`config.mk`:
```
export PLATFORM = sky130hd
export DESIGN_NAME = nand_gate_sweeper
export DESIGN_NICKNAME = d
export VERILOG_FILES = /design/src/rtl/nand_sweep_pkg.sv /design/src/rtl/gate_ref_model.sv /design/src/rtl/nand_gate_sweeper.sv
export SDC_FILE = /design/constraint.sdc
export NUM_CORES = 1
export LEC_CHECK = 0
export BUFFER_PORTS_ARGS = -buffer_cell sky130_fd_sc_hd__buf_2
export CAP_MARGIN = 5
export CORE_MARGIN = 2
export CORE_UTILIZATION = 30
export CTS_CLUSTER_DIAMETER = 100
export DETAILED_ROUTE_END_ITERATION = 6
export GPL_TIMING_DRIVEN = 0
export HOLD_SLACK_MARGIN = 0.06
export MAX_ROUTING_LAYER = met4
export PLACE_DENSITY = 0.57
export SYNTH_ARGS = -nofsm -noshare
export SYNTH_HDL_FRONTEND = slang
export SYNTH_HIERARCHICAL = 1
export SYNTH_SLANG_ARGS = --single-unit
```
`constraint.sdc`:
```
create_clock -name clk -period 3.2 [get_ports clk]
set_clock_uncertainty 0.2 [all_clocks]
set_input_delay 0.96 -clock clk [delete_from_list [all_inputs] [get_ports clk]]
set_output_delay 0.96 -clock clk [all_outputs]
set_load 0.005 [all_outputs]
```
`src/rtl/nand_sweep_pkg.sv`:
```
// Shared encodings for the NAND gate-block sweeper: function selects and FSM states.
package nand_sweep_pkg;

  localparam logic [2:0] SEL_NAND     = 3'd0;
  localparam logic [2:0] SEL_AND      = 3'd1;
  localparam logic [2:0] SEL_OR       = 3'd2;
  localparam logic [2:0] SEL_NOR      = 3'd3;
  localparam logic [2:0] SEL_XOR      = 3'd4;
  localparam logic [2:0] SEL_XNOR     = 3'd5;
  localparam logic [2:0] SEL_NOTA     = 3'd6;
  localparam logic [2:0] SEL_NOTA_ALT = 3'd7;

  localparam logic [4:0] LAST_VEC = 5'd31;

  typedef enum logic [1:0] {
    ST_IDLE  = 2'd0,
    ST_APPLY = 2'd1,
    ST_CHECK = 2'd2,
    ST_DONE  = 2'd3
  } state_t;

endpackage

```
`src/rtl/gate_ref_model.sv`:
```
// Combinational golden model of the 8-function gate block.
module gate_ref_model
  import nand_sweep_pkg::*;
(
  input  logic [2:0] sel,
  input  logic       a,
  input  logic       b,
  output logic       exp
);

  always_comb begin
    exp = 1'b0;
    unique case (sel)
      SEL_NAND:     exp = ~(a & b);
      SEL_AND:      exp = a & b;
      SEL_OR:       exp = a | b;
      SEL_NOR:      exp = ~(a | b);
      SEL_XOR:      exp = a ^ b;
      SEL_XNOR:     exp = ~(a ^ b);
      SEL_NOTA:     exp = ~a;
      SEL_NOTA_ALT: exp = ~a;
      default:      exp = 1'b0;
    endcase
  end

endmodule

```
`src/rtl/nand_gate_sweeper.sv`:
```
// Exhaustively sweeps all 32 {sel,a,b} vectors into a gate block and counts mismatches.
module nand_gate_sweeper
  import nand_sweep_pkg::*;
#(
  parameter int unsigned SETTLE = 1
) (
  input  logic       clk,
  input  logic       rst_n,
  input  logic       start,
  input  logic       dut_out,
  output logic [2:0] sel_o,
  output logic       a_o,
  output logic       b_o,
  output logic       busy,
  output logic       done,
  output logic       pass,
  output logic [5:0] err_cnt,
  output logic [4:0] first_err_vec
);

  localparam logic [3:0] SETTLE_LAST = 4'(SETTLE - 1);

  state_t     state, state_d;
  logic [4:0] vec, vec_d;
  logic [3:0] cnt, cnt_d;
  logic [5:0] err_d;
  logic [4:0] fev_d;
  logic       pass_d, busy_d, done_d;
  logic       exp_bit;

  gate_ref_model u_ref (
    .sel (vec[4:2]),
    .a   (vec[1]),
    .b   (vec[0]),
    .exp (exp_bit)
  );

  // vec is cleared on leaving DONE, so the driven vector is zero whenever idle
  assign {sel_o, a_o, b_o} = vec;

  always_comb begin
    state_d = state;
    vec_d   = vec;
    cnt_d   = cnt;
    err_d   = err_cnt;
    fev_d   = first_err_vec;
    pass_d  = pass;
    unique case (state)
      ST_IDLE: begin
        if (start) begin
          state_d = ST_APPLY;
          vec_d   = '0;
          cnt_d   = '0;
          err_d   = '0;
          fev_d   = '0;
          pass_d  = 1'b0;
        end
      end
      ST_APPLY: begin
        cnt_d = cnt + 4'd1;
        if (cnt == SETTLE_LAST) state_d = ST_CHECK;
      end
      ST_CHECK: begin
        if (dut_out != exp_bit) begin
          err_d = err_cnt + 6'd1;
          if (err_cnt == '0) fev_d = vec;
        end
        if (vec == LAST_VEC) begin
          state_d = ST_DONE;
          pass_d  = (err_d == '0);
        end else begin
          state_d = ST_APPLY;
          vec_d   = vec + 5'd1;
          cnt_d   = '0;
        end
      end
      ST_DONE: begin
        state_d = ST_IDLE;
        vec_d   = '0;
      end
      default: state_d = ST_IDLE;
    endcase
    busy_d = (state_d != ST_IDLE);
    done_d = (state_d == ST_DONE);
  end

  always_ff @(posedge clk or negedge rst_n) begin
    if (!rst_n) begin
      state         <= ST_IDLE;
      vec           <= '0;
      cnt           <= '0;
      err_cnt       <= '0;
      first_err_vec <= '0;
      pass          <= 1'b0;
      busy          <= 1'b0;
      done          <= 1'b0;
    end else begin
      state         <= state_d;
      vec           <= vec_d;
      cnt           <= cnt_d;
      err_cnt       <= err_d;
      first_err_vec <= fev_d;
      pass          <= pass_d;
      busy          <= busy_d;
      done          <= done_d;
    end
  end

endmodule

```
Yosys cells after proc, flatten, opt, wreduce, memory -nomap -nowiden
Index checks and enable logic that the tools add are counted.
- register bits: 25
- input bits: 4
- output and inout port bits: 19
- logic and storage cells: 72
- $add $sub $neg: 3
- equality and inequality tests: 18
- muxes and demuxes: 21
- bitwise gates (word level): 7
- reductions and logical operators: 15
- operators by type and width (operator ; number):
    $mux W5 ; 4
    $mux W6 ; 3
    $pmux W5 S3 ; 1
    $eq A3 B3 Y1 const B ; 4
    $logic_not A6 Y1 ; 2
    $pmux W4 S3 ; 1
    $pmux W6 S2 ; 1
    $ne A2 B2 Y1 const B ; 5
    $pmux W5 S2 ; 1
    $reduce_and A3 Y1 ; 3
    $mux W4 ; 2
    $pmux W2 S4 ; 1
    $pmux W1 S7 ; 1
    $add A6 B1 Y6 const B ; 1
    $eq A2 B2 Y1 const B ; 3
    $eq A3 B2 Y1 const B ; 2
    $mux W2 ; 3
    $reduce_bool A3 Y1 ; 2
    $add A5 B1 Y5 const B ; 1
    $eq A5 B5 Y1 const B ; 1
    $add A4 B1 Y4 const B ; 1
    $logic_not A4 Y1 ; 1
    $not A1 Y1 ; 4
    $reduce_and A4 Y1 ; 1
    13 further kinds ; 15

Longest topological paths before layout
- word-level depth: 9
- gate-level depth with buffers: 9
- depth with buffers taken out: 9

By module
Netlist, hierarchy kept.
- by module, submodules not included (module ; instances ; cells an instance ; area each (µm²) ; sequential area each (µm²)):
    nand_gate_sweeper ; 1 ; 141 ; 1391.3 ; 625.6
    gate_ref_model ; 1 ; 12 ; 100.1 ; 0.0

Worst setup path after synthesis
Ideal clock, no wire load.
- path type: reg2reg
- start point: register vec[1]
- end point: register err_cnt[5]
- library setup time: 0.104 ns
- arrival time: 2.349 ns
- required time: 2.896 ns
- slack: 0.547 ns
- cell stages (with the launch flop): 9
- path buffers: 0
- period minus slack after synthesis: 2.653 ns
- cells stage by stage: dfrtp_1 -> inv_1 -> ha_1 -> or2b_1 -> a211oi_2 -> and3b_1 -> xnor2_2 -> or4_1 -> o311ai_1
- cells in the longest elaborated chain, start to end: 7
- elaborated cells on any way between the ends: 12
- classes of those cells: 1 x eq/ne; 4 x mux; 7 x bitwise
- RTL lines (item ; RTL line ; RTL):
    start: declaration ; nand_gate_sweeper.sv:24 ; logic [4:0] vec, vec_d;
    start signal: assignment ; nand_gate_sweeper.sv:99 ; vec <= vec_d;
    $xor A1 B1 Y1, or another cell as far along ; gate_ref_model.sv:18, gate_ref_model.sv:19 ;
    $not A1 Y1, on equally long branches ; gate_ref_model.sv:19, gate_ref_model.sv:14, gate_ref_model.sv:17 ;
    $pmux W1 S7 * ; gate_ref_model.sv:13 ; unique case (sel)
    via exp_bit ; nand_gate_sweeper.sv:29 ; logic exp_bit;
    $ne A1 B1 Y1 * ; nand_gate_sweeper.sv:64 ; if (dut_out != exp_bit) begin
    $mux W6 * ; nand_gate_sweeper.sv:64 ;
    $mux W6 * ; nand_gate_sweeper.sv:48 ; unique case (state)
    $pmux W6 S2 * ; nand_gate_sweeper.sv:48 ;
    end signal: assignment ; nand_gate_sweeper.sv:101 ; err_cnt <= err_d;
    end: declaration ; nand_gate_sweeper.sv:17 ; output logic [5:0] err_cnt,
The timed path passes the listed nets; every way through them passes the cells marked *. The select of a mux whose other input is x is not followed.
A chain may end at the register's enable or synchronous reset.

Final worst setup path
Same ends and word-level chain as after synthesis.

==> results.py <==
metrics = {
    "logic_synthesis": {
        "synthArstFlopShare_pct": 100,
        "yosysTopAreaCell": "dfrtp_1",
        "synthTopCellsByCount": "dfrtp_1, o21ai_0, nand2_1",
        "synth_enable_flop_cells": 0,
        "synth_seq_cells": 25,
        "ys.flop_type": "dfrtp_1",
        "synth.avg_cell_area_um2": 9.75,
        "synth_cells": 153,
        "synth_area_mm2": 0.00149,
        "syn-num-nets": 165,
        "synth_cell_types": 43,
        "yosys-top-cells-area": "dfrtp_1, ha_1, o21ai_0",
        "ys_seq_area_share_pct": 41.9,
        "synth_most_common_cell": "dfrtp_1",
        "yosys_warnings": 6,
        "yosysTopAreaCellShare_pct": 41.9,
    },
    "hold_path": {
        "min_from": "cnt[3]",
        "hold_path_class": "register to register",
    },
    "cts": {
        "clkSinkCount": 25,
        "cts_buffer_depth": 2,
        "holdBufCountCts": 0,
        "clk_latency_ns": 0.27,
        "cts_tree": "yes",
        "htree_levels": 1,
        "path_clk_slew_ns": 0.09,
        "cts_root_buf": "clkbuf_8",
        "cts_buffers": 3,
        "post-cts-setup-buffers": 0,
        "cts_resized": 0,
    },
    "route": {
        "dr_total_vias": 1199,
        "drtPass1Iterations": 5,
        "wl_um": 3280,
        "vias_per_cell": 4.87,
        "antenna_left": 0,
        "drtIter0Drc": 97,
        "wire_per_inst_um": 13.3,
        "drc": 0,
    },
    "power_and_ir_drop": {
        "powerDensity_mw_per_mm2": 605,
        "ir_drop_v": 0.000290,
        "total_leakage_power_nw": 0.775,
    },
    "layout": {
        "diodes": 0,
        "fillerInstances": 522,
        "nets": 192,
        "drive_gt1_share_pct": 20.1,
        "multi_input_area_um2": 815,
        "register_area_um2": 626,
        "area_growth_pct": 16.1,
    },
    "critical_path": {
        "crit_start": "vec[1]",
        "worstSetupPathType": "register to register",
        "crit_path_end_kind": "register",
        "reg2reg_slack_ns": 0.28,
        "r2r_start": "vec[1]",
        "crit_fanout": 10,
        "required_ns": 3.17,
        "crit_path_start_kind": "register",
        "critPathArrivalTime_ns": 2.89,
    },
    "floorplanning": {
        "io_pins": 23,
        "die_h_um": 74.5,
        "start_util_pct": 31.4,
        "die_area_mm2": 0.00555,
        "die_w_um": 74.5,
        "core-area_mm2": 0.00475,
        "fp-row-count": 25,
    },
    "timing": {
        "setup_violations": 0,
        "rsz0062_at_grt": "false",
        "fin_crit_ns": 2.92,
        "post-route-period-util_pct": 91.2,
        "maxSlewHeadroom_pct": 61.1,
        "max_freq_mhz": 343,
        "report.final.slew_viol_count": 0,
        "hold_viol": 0,
        "worst_slew_pin_slew_ns": 0.583,
        "whs_ns": 0.287,
        "fin_tns_setup_ns": 0,
    },
    "grt": {
        "grt_use_met2_pct": 18.7,
        "grt_pass1_vias": 1110,
        "gr-usage-met3_pct": 2.85,
        "globalRouteMet1Util_pct": 20.4,
        "grt_first_pass_wirelength_um": 5610,
        "grt_max_degree": 26,
        "grt_usage_pct": 13.6,
        "busiest_layer": "met1",
        "antenna_found_initial": 0,
        "grt-ovfl-total": 0,
    },
    "placement": {
        "port_buffers": 22,
        "dp_hpwl_um": 2320,
        "finalWeightedCongestion": 0.780,
    },
    "run_status": {
        "status": "finished, final reports clean",
    },
    "job": {
        "maxCapViolCount": 0,
    },
}
registers in the layout, summed over array words and instances (netlist names):
name	flops
err_cnt	6
first_err_vec	5
vec	5
cnt	4
state	2
busy	1
done	1
pass	1
per-stage QoR:
step / setup WS, ns / cell area, µm² / cells / power (mW) / util [%]
6_report: 0.281 / 1730 / 246 / 1.05 / 36.4
5_1_grt: 0.138 / 1730 / 246 / 1.14 / 36.4
4_1_cts: 0.274 / 1730 / 246 / 1.06 / 36.4
3_5_place_dp: 0.277 / 1690 / 242 / 0.871 / 35.4
3_3_place_gp: 0.342 / 1690 / 242 / 0.867 / 35.4
2_1_floorplan: 0.547 / 1490 / 153 / 0.735 / -
where the power goes:
| part | switching (mW) | internal [mW] |
|---|---|---|
| sequential | 0.0825 | 0.373 |
| clock | 0.101 | 0.0872 |
| combinational | 0.245 | 0.160 |
| total | 0.429 | 0.620 |
critical path: stages, from the launching register on:
cell      delay [ns]
dfrtp_1         0.52
inv_1           0.08
ha_1            0.28
or2b_1          0.25
a211oi_2        0.18
and3b_1         0.25
xnor2_2         0.26
or4_1           0.55
o311ai_1        0.25
path summary, 6_finish.rpt:
check / to / cells after the start
worst max-delay path: err_cnt[5] / 8
worst min-delay path: cnt[3] / 1
worst max register to register: err_cnt[5] / 8
worst min register to register: cnt[3] / 1
max in group asynchronous: state[1] / 1
min in group asynchronous: first_err_vec[2] / 1
cell usage in the layout (no fill, tap or decap), types with 2 or more instances in the layout:
| master | instances |
|---|---|
| a21oi_1 | 4 |
| a22o_1 | 2 |
| a22oi_1 | 6 |
| and3_1 | 2 |
| buf_2 | 24 |
| clkbuf_1 | 2 |
| clkbuf_8 | 3 |
| dfrtp_1 | 25 |
| ha_1 | 8 |
| inv_1 | 9 |
| mux2i_1 | 4 |
| nand2_1 | 15 |
| nand2b_1 | 2 |
| nand3_1 | 4 |
| nand4b_1 | 2 |
| nor2_1 | 4 |
| nor3_1 | 5 |
| o21ai_0 | 19 |
| o2bb2ai_1 | 5 |
| o31ai_1 | 3 |
| or2b_1 | 2 |
| or3_4 | 2 |
| xor2_1 | 5 |
layout make-up:
class / count / area share, %
Tap cell: 67 / 4.84
Inverter: 9 / 1.95
Sequential cell: 25 / 36.1
Clock inverter: 1 / 0.289
Multi-Input combinational cell: 115 / 47.0
Timing Repair Buffer: 22 / 6.36
Buffer: 4 / 1.01
Clock buffer: 3 / 2.38
cell families (layout without fill, tap and decap cells):
family / after synthesis / in the layout / synth area share [%]
adders and majority gates: 8 / 8 / 6.71
AOI/OAI and AO/OA: 49 / 49 / 21.9
buffers and inverters: 13 / 39 / 3.44
muxes: 5 / 5 / 3.44
and+or+nand+nor: 46 / 46 / 18.0
DFF: 25 / 25 / 41.9
xor gates and xnor gates: 7 / 7 / 4.61
layer usage:
layer	routed length, µm	vias to the layer above
li1	-	616
met1	1840	556
met2	1300	25
met3	118	2
met4	20	0
met5	0	-
(Power assumes the default switching activity.)
